### src/rtl/analog_model_pkg.sv
// Shared constants for the analog_model SPI A/D converter model.
// Optional build macro: ANALOG_NOISE_EN adds the LFSR noise helper.
package analog_model_pkg;

    localparam int unsigned FRAME_BITS = 16;
    localparam int unsigned DATA_BITS  = 12;
    localparam int unsigned CNT_W      = 5;
    localparam int unsigned CH_W       = 3;
    localparam int unsigned CH_LSB     = 11;
    localparam int unsigned LFSR_W     = 16;

    localparam logic [CH_W-1:0] CH_BATT   = 3'd0;
    localparam logic [CH_W-1:0] CH_CURR   = 3'd1;
    localparam logic [CH_W-1:0] CH_BRAKE  = 3'd3;
    localparam logic [CH_W-1:0] CH_TORQUE = 3'd4;

    localparam logic [LFSR_W-1:0] LFSR_SEED = 16'hACE1;

`ifdef ANALOG_NOISE_EN
    // Fibonacci LFSR step, taps 16,14,13,11
    function automatic logic [LFSR_W-1:0] lfsr_next(input logic [LFSR_W-1:0] s);
        logic fb;
        fb = s[15] ^ s[13] ^ s[12] ^ s[10];
        return {s[LFSR_W-2:0], fb};
    endfunction
`endif

endpackage

### src/rtl/analog_model_spi_slave_shift.sv
// SPI slave front end: input synchronizers, edge detection and rx/tx shifters.
module spi_slave_shift
    import analog_model_pkg::*;
#(
    parameter int unsigned SYNC_STAGES = 2
) (
    input  logic                  clk,
    input  logic                  rst,
    input  logic                  ss_n,
    input  logic                  sclk,
    input  logic                  mosi,
    input  logic [FRAME_BITS-1:0] load_word,
    output logic                  miso,
    output logic [FRAME_BITS-1:0] rx_word,
    output logic [CNT_W-1:0]      edge_cnt,
    output logic                  ss_rise_c
);

    localparam logic [CNT_W-1:0] CNT_MAX = '1;

    logic [SYNC_STAGES-1:0] ss_sync_q,   ss_sync_d;
    logic [SYNC_STAGES-1:0] sclk_sync_q, sclk_sync_d;
    logic [SYNC_STAGES-1:0] mosi_sync_q, mosi_sync_d;
    logic                   ss_prev_q,   ss_prev_d;
    logic                   sclk_prev_q, sclk_prev_d;
    logic [FRAME_BITS-1:0]  rx_q, rx_d;
    logic [FRAME_BITS-1:0]  tx_q, tx_d;
    logic [CNT_W-1:0]       cnt_q, cnt_d;
    logic                   miso_q, miso_d;

    logic ss_s, sclk_s, mosi_s;
    logic sclk_rise, sclk_fall, ss_fall;

    // Synchronizer shifting, edge detection and shift-register next state
    always_comb begin
        ss_sync_d   = {ss_sync_q[SYNC_STAGES-2:0], ss_n};
        sclk_sync_d = {sclk_sync_q[SYNC_STAGES-2:0], sclk};
        mosi_sync_d = {mosi_sync_q[SYNC_STAGES-2:0], mosi};

        ss_s   = ss_sync_q[SYNC_STAGES-1];
        sclk_s = sclk_sync_q[SYNC_STAGES-1];
        mosi_s = mosi_sync_q[SYNC_STAGES-1];

        ss_prev_d   = ss_s;
        sclk_prev_d = sclk_s;

        sclk_rise = sclk_s & ~sclk_prev_q;
        sclk_fall = ~sclk_s & sclk_prev_q;
        ss_fall   = ~ss_s & ss_prev_q;
        ss_rise_c = ss_s & ~ss_prev_q;

        rx_d  = rx_q;
        tx_d  = tx_q;
        cnt_d = cnt_q;

        if (ss_fall) begin
            tx_d  = load_word;
            cnt_d = '0;
        end else if (!ss_s) begin
            if (sclk_rise) begin
                rx_d = {rx_q[FRAME_BITS-2:0], mosi_s};
                if (cnt_q != CNT_MAX) begin
                    cnt_d = cnt_q + CNT_W'(1);
                end
            end
            // The leading SCLK fall precedes any sample, so the MSB is held until the first rise
            if (sclk_fall && cnt_q != '0) begin
                tx_d = {tx_q[FRAME_BITS-2:0], 1'b0};
            end
        end

        miso_d = ss_s ? 1'b0 : tx_d[FRAME_BITS-1];
    end

    // State registers; SS_n and SCLK synchronizers reset to their idle-high level
    always_ff @(posedge clk or posedge rst) begin
        if (rst) begin
            ss_sync_q   <= '1;
            sclk_sync_q <= '1;
            mosi_sync_q <= '0;
            ss_prev_q   <= 1'b1;
            sclk_prev_q <= 1'b1;
            rx_q        <= '0;
            tx_q        <= '0;
            cnt_q       <= '0;
            miso_q      <= 1'b0;
        end else begin
            ss_sync_q   <= ss_sync_d;
            sclk_sync_q <= sclk_sync_d;
            mosi_sync_q <= mosi_sync_d;
            ss_prev_q   <= ss_prev_d;
            sclk_prev_q <= sclk_prev_d;
            rx_q        <= rx_d;
            tx_q        <= tx_d;
            cnt_q       <= cnt_d;
            miso_q      <= miso_d;
        end
    end

    assign miso     = miso_q;
    assign rx_word  = rx_q;
    assign edge_cnt = cnt_q;

endmodule

### config.mk
export PLATFORM = sky130hd
export DESIGN_NAME = spi_slave_shift
export DESIGN_NICKNAME = d
export VERILOG_FILES = /design/src/rtl/analog_model_pkg.sv /design/src/rtl/analog_model_spi_slave_shift.sv
export SDC_FILE = /design/constraint.sdc
export NUM_CORES = 1
export LEC_CHECK = 0
export ABC_AREA = 0
export BUFFER_PORTS_ARGS = -buffer_cell sky130_fd_sc_hd__buf_2
export CAP_MARGIN = 20
export CORE_MARGIN = 4
export CORE_UTILIZATION = 50
export DETAILED_ROUTE_END_ITERATION = 8
export PLACE_DENSITY = 0.72
export SKIP_LAST_GASP = 1
export SYNTH_ARGS = -nofsm -noshare
export SYNTH_HDL_FRONTEND = slang
export SYNTH_SLANG_ARGS = --single-unit
### constraint.sdc
create_clock -name clk -period 2.1 [get_ports clk]
set_input_delay 0.21 -clock clk [delete_from_list [all_inputs] [get_ports clk]]
set_output_delay 0.21 -clock clk [all_outputs]
set_load 0.02 [all_outputs]
==> run metrics, run 1 <==
worst hold path class in -> reg; placed insts about 260; max_cap viols 0; Setup Buffers After CTS 0; Nets between 200 and 250; fin. max-slew vios 0; Max Clk Rate roughly 520 MHz; first-pass GRT wire length about 7.3 mm; RSZ-0062 raised after global routing false; crit path time final slightly below 2 ns; post-route setup slack between 0.15 and 0.2 ns; Hold-fix buffers, CTS 3; Critical Path AT about 2.1 ns; Post-synth ARST share 1.00; Synth area leaders dfrtp_1, mux2_2, dfstp_2, nand4_1, a31oi_1; TNS Setup 0 ns; number of distinct library cells after synthesis 33; Slew headroom 0.463; most frequent cells in the layout buf_2, dfrtp_1, nor2_1, o21ai_0; num ports 44; most common cell after layout, fill and taps aside buf_2; Area Growth Syn to Fin 19.9%; EDFF count, synth 0; initial core utilization 0.538; peak supply drop 0.595 mV; clock transition at the registers of the reported paths roughly 0.080 ns; Pleak roughly 1.2 nW; global route overflow 0; DRT Wirelength roughly 4.2 mm; CP Launch Type flip-flop; CTS H-Tree Depth 2; post-synthesis cell count about 170; fin cells about 270; Critical Path Start edge_cnt[0]$_DFFE_PP0P_; Mapped Area slightly above 2000 µm²; HP Start load_word[0]; FILL cells roughly 330; dpl hpwl ~2.9 mm; initial antenna violation count 0; CP max FO 16; Core ar. 3800 µm²; layout cell share with drive strength beyond 1 0.362; count of clock tree sinks 46; top cell type's share of synthesized area 0.490; Routed wire per std cell around 16 µm; Max Root-Sink Buffers 2; Worst-Skew Late Latency around 0.30 ns; dpl ws just under 0.2 ns; crit share post-route 0.921; Final Power approximately 2.1 mW; Pwr Density around 860 nW/µm²; Final ANT Viol Nets 0; number of port buffers 43; worst r2r src edge_cnt[0]$_DFFE_PP0P_; top_reg_cell synth dfrtp_1; die area 5180 µm²; Resize count post-CTS 0; Final setup viols 0; GRT Overall Usage 0.178; final hold vios 0; Finished Core Util 0.645; Row Count 22; DRC 0; total vias in the final route 1515; Die Y a little over 70 µm; synthesized area per cell 11.8 µm²; Routability Congestion approximately 0.71; clk root buf clkbuf_8; Crit Path Category reg -> reg; number of global-route vias before repair between 1000 and 1500; syn nets between 150 and 200; Fin Clk Skew approximately 0.0080 ns; TritonCTS clock tree yes; Die X 71.9 µm; post-DR vias/cell 5.63; Worst-Margin Slew around 0.8 ns; n_diodes 0; Inserted Clock Buffers 5; yosys warns 0; Yosys reg bits 46; First-pass DRT Iterations 4; Synth area leader dfrtp_1; drt first-iter violations 60; status complete, no violations; register area share after synthesis 0.567; largest net degree at the start of global routing 31; CP endpoint kind flip-flop; required time worst endpoint 2.26 ns
[report_power, final]
group / internal (mW) / switching [mW] / total [mW] / leakage [nW]
clock network: 0.355 / 0.291 / 0.646 / 0.0514
registers: 0.996 / 0.0733 / 1.07 / 0.563
logic: 0.158 / 0.223 / 0.381 / 0.543
total: 1.51 / 0.588 / 2.10 / 1.16
[synth_stat cells (2+ instances only)]
master	count
dfrtp_1	40
nor2_1	17
o21ai_0	17
mux2_2	15
nand4_1	15
a31oi_1	14
dfstp_2	6
clkbuf_1	5
buf_2	4
inv_1	4
ha_1	3
mux2i_1	3
nand2_1	3
nor2b_1	3
a41oi_1	2
buf_4	2
buf_6	2
nand2b_1	2
nor4b_4	2
[final cells by class]
cell class,count,area (µm²),share of cell area
clock buffer,6,72.6,0.0296
clock inverter,2,37.5,0.0153
inverter,4,15.0,0.00613
multi-input combinational,110,795,0.324
sequential,46,1160,0.473
tap,48,60.1,0.0245
timing repair buffer,53,313,0.128
[cells by family after synthesis]
group | after synthesis | synth area share
AND/OR/NAND/NOR | 49 | 0.152
AO/OA/AOI/OAI | 38 | 0.111
buffers and inverters | 17 | 0.0447
flip-flops | 46 | 0.567
adder cells (fa/ha/maj) | 3 | 0.0184
XOR/XNOR | 1 | 0.00428
multiplexers | 19 | 0.103
[sequential cells by signal, summed over array words and instances, names as in the netlist]
register     cells
rx_word         16
edge_cnt         5
ss_sync_q        2
sclk_sync_q      2
miso             1
mosi_sync_q      2
ss_prev_q        1
tx_q            16
sclk_prev_q      1
[critical path: stages, from the launching register on]
cell and delay, ns:
dfrtp_1 0.43, inv_1 0.08, ha_1 0.15, or4b_1 0.71
a41oi_1 0.32, a221oi_1 0.11
[per-layer routing]
| metal | part of all wire | up-vias | global-route usage |
|---|---|---|---|
| li1 | - | 731 | - |
| met1 | 0.42 | 736 | 0.228 |
| met2 | 0.51 | 41 | 0.289 |
| met3 | 0.065 | 7 | 0.0512 |
| met4 | 0.011 | 0 | 0.0626 |
| met5 | 0 | - | 0 |
[final timing paths]
path	slack, ns	cells after the start	end
worst max-delay path	0.17	5	miso$_DFF_PP0_
worst max register to register	0.17	5	miso$_DFF_PP0_
worst min-delay path	0.13	3	tx_q[0]$_DFFE_PP0P_
worst min register to register	0.36	0	sclk_sync_q[1]$_DFF_PP1_
max in group asynchronous	0.97	4	ss_prev_q$_DFF_PP1_
min in group asynchronous	0.51	3	rx_word[1]$_DFFE_PP0P_
[stage by stage]
stage          hold WS (ns)  cell area, µm²
5_1_grt               0.122            2450
3_5_place_dp          0.292            2300
2_1_floorplan         0.214            2040
3_3_place_gp          0.267            2300
6_report              0.126            2450
4_1_cts             0.00240            2440
No activity file was read; power rests on OpenSTA's default activity.
==> run 2, diff against run 1 <==
Settings changed: HOLD_SLACK_MARGIN from default to 0.03, PLACE_DENSITY 0.72 to 0.74.
==> run metrics, run 2 (synthesis results as in run 1) <==
crit path time final between 1.5 and 2 ns; n_diodes 0; post-DR vias/cell between 5 and 6; multi-input logic area 795 µm²; Final setup viols 0; Area Growth Syn to Fin 19.1%; first-pass GRT wire length between 7 and 8 mm; dpl hpwl about 2.8 mm; max_cap viols 0; worst path bufs/invs 1; Max Root-Sink Buffers 2; layout cell share with drive strength beyond 1 0.368; crit share post-route 0.924; worst hold path class in -> reg; Fin Clk Skew between 0.01 and 0.015 ns; Routed wire per std cell about 15 µm; final hold vios 0; fin. max-slew vios 0; initial antenna violation count 0; drt first-iter violations 140; count of clock tree sinks 46; most common cell after layout, fill and taps aside buf_2; number of global-route vias before repair about 1500; initial core utilization 0.538; Max Clk Rate a little over 500 MHz; clock transition at the registers of the reported paths 0.08 ns; critical path's largest stage delay roughly 0.73 ns; CTS H-Tree Depth 2; Pleak approximately 1.2 nW; Die Y approximately 72 µm; CP Cell Sequence inv_1 > ha_1 > or4b_1 > a41oi_1 > a22oi_1; CP endpoint kind flip-flop; required time worst endpoint between 2 and 2.5 ns; Routability Congestion about 0.82; number of port buffers between 40 and 50; Largest delay share family, worst path simple AND/OR/NAND/NOR gates; most frequent cells in the layout buf_2, dfrtp_1, nor2_1, o21ai_0; Finished Core Util 0.641; Row Count 22; global route overflow 0; Inserted Clock Buffers 5; CP max FO 16; status complete, no violations; Critical Path AT about 2.1 ns; Nets between 200 and 250; TNS Setup 0 ns; Storage cell area ~1200 µm²; clk root buf clkbuf_8; total vias in the final route about 1600; Pwr Density between 800 and 900 nW/µm²; Worst-Skew Late Latency approximately 0.29 ns; peak supply drop roughly 0.5 mV; CP Launch Type flip-flop; First-pass DRT Iterations 4; num ports 44; Setup Buffers After CTS 0; DRC 0; RSZ-0062 raised after global routing false; DRT Wirelength 4.09 mm; GRT Overall Usage 0.173; die area a little over 5000 µm²; Slew headroom 0.496; FILL cells roughly 300; Core ar. ~3800 µm²; TritonCTS clock tree yes; Die X between 70 and 80 µm; Critical-path top delay cell or4b_1; Worst-Margin Slew approximately 0.75 ns; Final ANT Viol Nets 0; largest net degree at the start of global routing 24; Crit Path Category reg -> reg
==> run 2: cell types whose count changed in the layout (fill, tap and decap cells not counted) <==
| cell | previous run | this run |
|---|---|---|
| buf_4 | 5 | 8 |
| buf_12 | 1 | 0 |
| bufinv_16 | 1 | 0 |
| clkbuf_8 | 5 | 6 |
| clkinv_2 | 0 | 1 |
| clkinvlp_4 | 1 | 0 |
==> run 2: timing repair <==
action / 4_1_cts / 5_1_grt
hold endpoints to repair: 20 / 0
gates resized for setup: 0 / 0
hold buffers: 4 / 0
==> run 2: per-stage QoR <==
stage | power (mW) | hold slack, ns | setup WS (ns) | instances | area [µm²]
3_3_place_gp | 1.44 | 0.264 | 0.243 | 259 | 2300
3_5_place_dp | 1.46 | 0.287 | 0.185 | 259 | 2300
6_report | 1.98 | 0.136 | 0.160 | 271 | 2430
4_1_cts | 2.01 | 0.124 | 0.152 | 271 | 2430
5_1_grt | 2.10 | 0.120 | 0.0411 | 271 | 2430
2_1_floorplan | 1.34 | 0.214 | 0.252 | 173 | 2040
==> run 2: final cells by class <==
| type | count | share of cell area |
|---|---|---|
| multi-input cells | 110 | 0.326 |
| repair buffers | 55 | 0.129 |
| inverters | 4 | 0.00617 |
| clock buffers | 7 | 0.0355 |
| flip-flops and latches | 46 | 0.476 |
| clock inverters | 1 | 0.00206 |
| well taps | 48 | 0.0247 |
==> run 2: path summary, 6_finish.rpt <==
kind / startpoint / end / slack, ns / cells after the start
setup / recovery: edge_cnt[0]$_DFFE_PP0P_ / tx_q[15]$_DFF_PP0_ / 0.16 / 5
hold / removal: load_word[0] / tx_q[0]$_DFFE_PP0P_ / 0.14 / 3
setup reg to reg: edge_cnt[0]$_DFFE_PP0P_ / tx_q[15]$_DFF_PP0_ / 0.16 / 5
hold reg to reg: mosi_sync_q[0]$_DFF_PP0_ / mosi_sync_q[1]$_DFF_PP0_ / 0.35 / 0
max in group asynchronous: rst / sclk_prev_q$_DFF_PP1_ / 0.95 / 4
min in group asynchronous: rst / tx_q[7]$_DFFE_PP0P_ / 0.50 / 3
==> run 2: per-layer routing <==
layer / vias to the layer above / share of wire / track usage
met2: 48 / 0.50 / 0.270
li1: 735 / - / -
met4: 0 / 0.014 / 0.0731
met1: 760 / 0.42 / 0.233
met3: 7 / 0.065 / 0.0374
met5: - / 0 / 0
==> run 2: worst register-to-register path, cell delays in order (launching register included) <==
cell and delay (ns):
dfrtp_1 0.43, inv_1 0.08, ha_1 0.15, or4b_1 0.73, a41oi_1 0.33, a22oi_1 0.09
==> run 2: where the power goes <==
group | switching (mW) | leakage, nW | internal, mW
Sequential | 0.0698 | 0.563 | 0.996
Clock | 0.273 | 0.0482 | 0.266
Combinational | 0.223 | 0.548 | 0.158
==> run 3, diff against run 2 <==
Settings changed: ABC_AREA 0 to 1, PLACE_DENSITY 0.74 to 0.75.
==> run metrics, run 3 <==
status complete, no violations; post-synthesis cell count approximately 200; n_diodes 0; crit path time final around 1.7 ns; Synth area leader dfrtp_1; top_reg_cell synth dfrtp_1; DRC 0; Finished Core Util 0.634; Routability Congestion between 0.8 and 0.9; initial core utilization 0.521; critical path's largest stage delay around 0.57 ns; Slew headroom 0.631; Final setup viols 0; Yosys reg bits 46; num ports 44; clock transition at the registers of the reported paths 0.08 ns; Die X about 70 µm; number of distinct library cells after synthesis 20; Fin Clk Skew between 0.003 and 0.004 ns; die area just under 5000 µm²; global route overflow 0; Worst-Skew Late Latency about 0.3 ns; Storage cell area roughly 1200 µm²; register area share after synthesis 0.608; max_cap viols 0; top cell type's share of synthesized area 0.525; FILL cells roughly 330; drt first-iter violations 100; Placed Area between 2000 and 2500 µm²; layout cell share with drive strength beyond 1 0.271; Clock Power Share 0.317; synthesized area per cell approximately 9.4 µm²; Post-synth ARST share 1.00; most frequent cells in the layout nand2_1, buf_2, dfrtp_1, nand3_1, nor2_1; fin cells 299; post-DR vias/cell roughly 5.0; Cell Int Power ~1.8 mW; Die Y about 70 µm; Max Root-Sink Buffers 2; number of port buffers 43; Synth area leaders dfrtp_1, nand3_1, nand2_1, dfstp_2, nor2_1; CP max FO 32; Pwr Density ~1100 nW/µm²; count leader, synth nand2_1; multi-input logic area around 630 µm²; Row Count 22; worst path bufs/invs 1; Area Growth Syn to Fin 21.9%; placed insts roughly 290; most common cell after layout, fill and taps aside nand2_1; peak supply drop 0.514 mV; Worst-Margin Slew between 0.5 and 0.6 ns; largest net degree at the start of global routing 47; Commonest cells post-synth nand2_1, dfrtp_1, nand3_1; number of global-route vias before repair around 1500; final instance area between 2000 and 2500 µm²; CP Cell Sequence inv_2 > nand2_2 > nand3_2 > nor2_1 > a21oi_1; GRT Overall Usage 0.160; yosys warns 0; count of clock tree sinks 46; Core ar. 3660 µm²; CP endpoint kind flip-flop; Largest delay share family, worst path simple AND/OR/NAND/NOR gates; required time worst endpoint between 2 and 2.5 ns; initial antenna violation count 0; Max Clk Rate approximately 580 MHz; Pleak roughly 1.2 nW; Routed wire per std cell between 10 and 15 µm; crit share post-route 0.824; Critical-path top delay cell dfstp_2; worst hold path class in -> async; Final ANT Viol Nets 0; final hold vios 0; CTS H-Tree Depth 2; Crit Path Category reg -> reg; Inserted Clock Buffers 5; DRT Wirelength roughly 3.5 mm; Nets between 200 and 300; fin. max-slew vios 0; First-pass DRT Iterations 4; syn nets between 200 and 250; CP Launch Type flip-flop; Critical Path AT roughly 1.9 ns; Sequential Power Share 0.465; TritonCTS clock tree yes; Comb pwr share 0.218; Final Power about 2.5 mW; RSZ-0062 raised after global routing false; first-pass GRT wire length roughly 6.3 mm; clk root buf clkbuf_8; EDFF count, synth 0; dpl hpwl ~2.4 mm; TNS Setup 0 ns; total vias in the final route 1489; Mapped Area 1910 µm²; switching part of the total 0.298; switching power between 0.7 and 0.8 mW
==> run 3: cell types whose count changed after synthesis, sizes merged, moves of 9 or more <==
cell,before,now
a21oi,0,9
nand3,0,37
a31oi,14,0
inv,4,18
mux2,16,0
nand2,3,48
nand4,15,0
==> run 3: cell type report <==
cell class              instances  area share
well taps                      48      0.0259
clock buffers                   6      0.0356
multi-input cells             131       0.273
flip-flops and latches         46       0.499
clock inverters                 2      0.0259
inverters                      18      0.0291
repair buffers                 48       0.112
==> run 3: power groups by stage <==
stage | combinational (mW) | clock (mW) | sequential [mW]
4_1_cts | 0.556 | 0.810 | 1.17
6_report | 0.546 | 0.796 | 1.17
3_3_place_gp | 0.537 | 0 | 1.18
3_5_place_dp | 0.551 | 0 | 1.18
2_1_floorplan | 0.248 | 0 | 1.30
5_1_grt | 0.621 | 0.844 | 1.19
==> run 3: path summary, 6_finish.rpt <==
check / startpoint / to / slack (ns) / cells past startpoint
setup / recovery: ss_sync_q[1]$_DFF_PP1_ / rx_word[12]$_DFFE_PP0P_ / 0.37 / 5
setup reg to reg: ss_sync_q[1]$_DFF_PP1_ / rx_word[12]$_DFFE_PP0P_ / 0.37 / 5
max in group asynchronous: rst / sclk_prev_q$_DFF_PP1_ / 1.68 / 3
hold / removal: rst / rx_word[6]$_DFFE_PP0P_ / 0.04 / 3
hold reg to reg: mosi_sync_q[0]$_DFF_PP0_ / mosi_sync_q[1]$_DFF_PP0_ / 0.35 / 0
min in group clk: load_word[0] / tx_q[0]$_DFFE_PP0P_ / 0.11 / 3
==> run 3: what timing repair did <==
item,in CTS,in global routing
resized for setup,0,0
hold buffers,3,0
endpoints found under the hold margin,3,0
buffers inserted,0,0
==> run 3: kinds of logic (layout without fill, tap and decap cells) <==
| family | Yosys count | in the layout | synth area share |
|---|---|---|---|
| DFF | 46 | 46 | 0.608 |
| adders and majority gates | 3 | 3 | 0.0197 |
| AOI/OAI and AO/OA | 20 | 20 | 0.0525 |
| and+or+nand+nor | 108 | 108 | 0.260 |
| buffers and inverters | 26 | 74 | 0.0598 |
==> run 3: tightest hold or removal path: stages <==
cell and delay (ns):
buf_2 0.10, inv_2 0.03, buf_4 0.46
==> run 3: metrics by stage <==
stage	setup slack [ns]	hold WS, ns
floorplan	0.582	0.214
global placement	0.440	0.316
detailed placement	0.380	0.317
CTS	0.365	0.0538
global route	0.143	0.0968
finish	0.370	0.0430
==> run 3: metal layers <==
layer / vias up / wire (µm) / global-route usage
li1: 749 / - / -
met1: 698 / 1590 / 0.199
met2: 36 / 1630 / 0.270
met3: 6 / 205 / 0.0304
met4: 0 / 31 / 0.0702
met5: - / 0 / 0
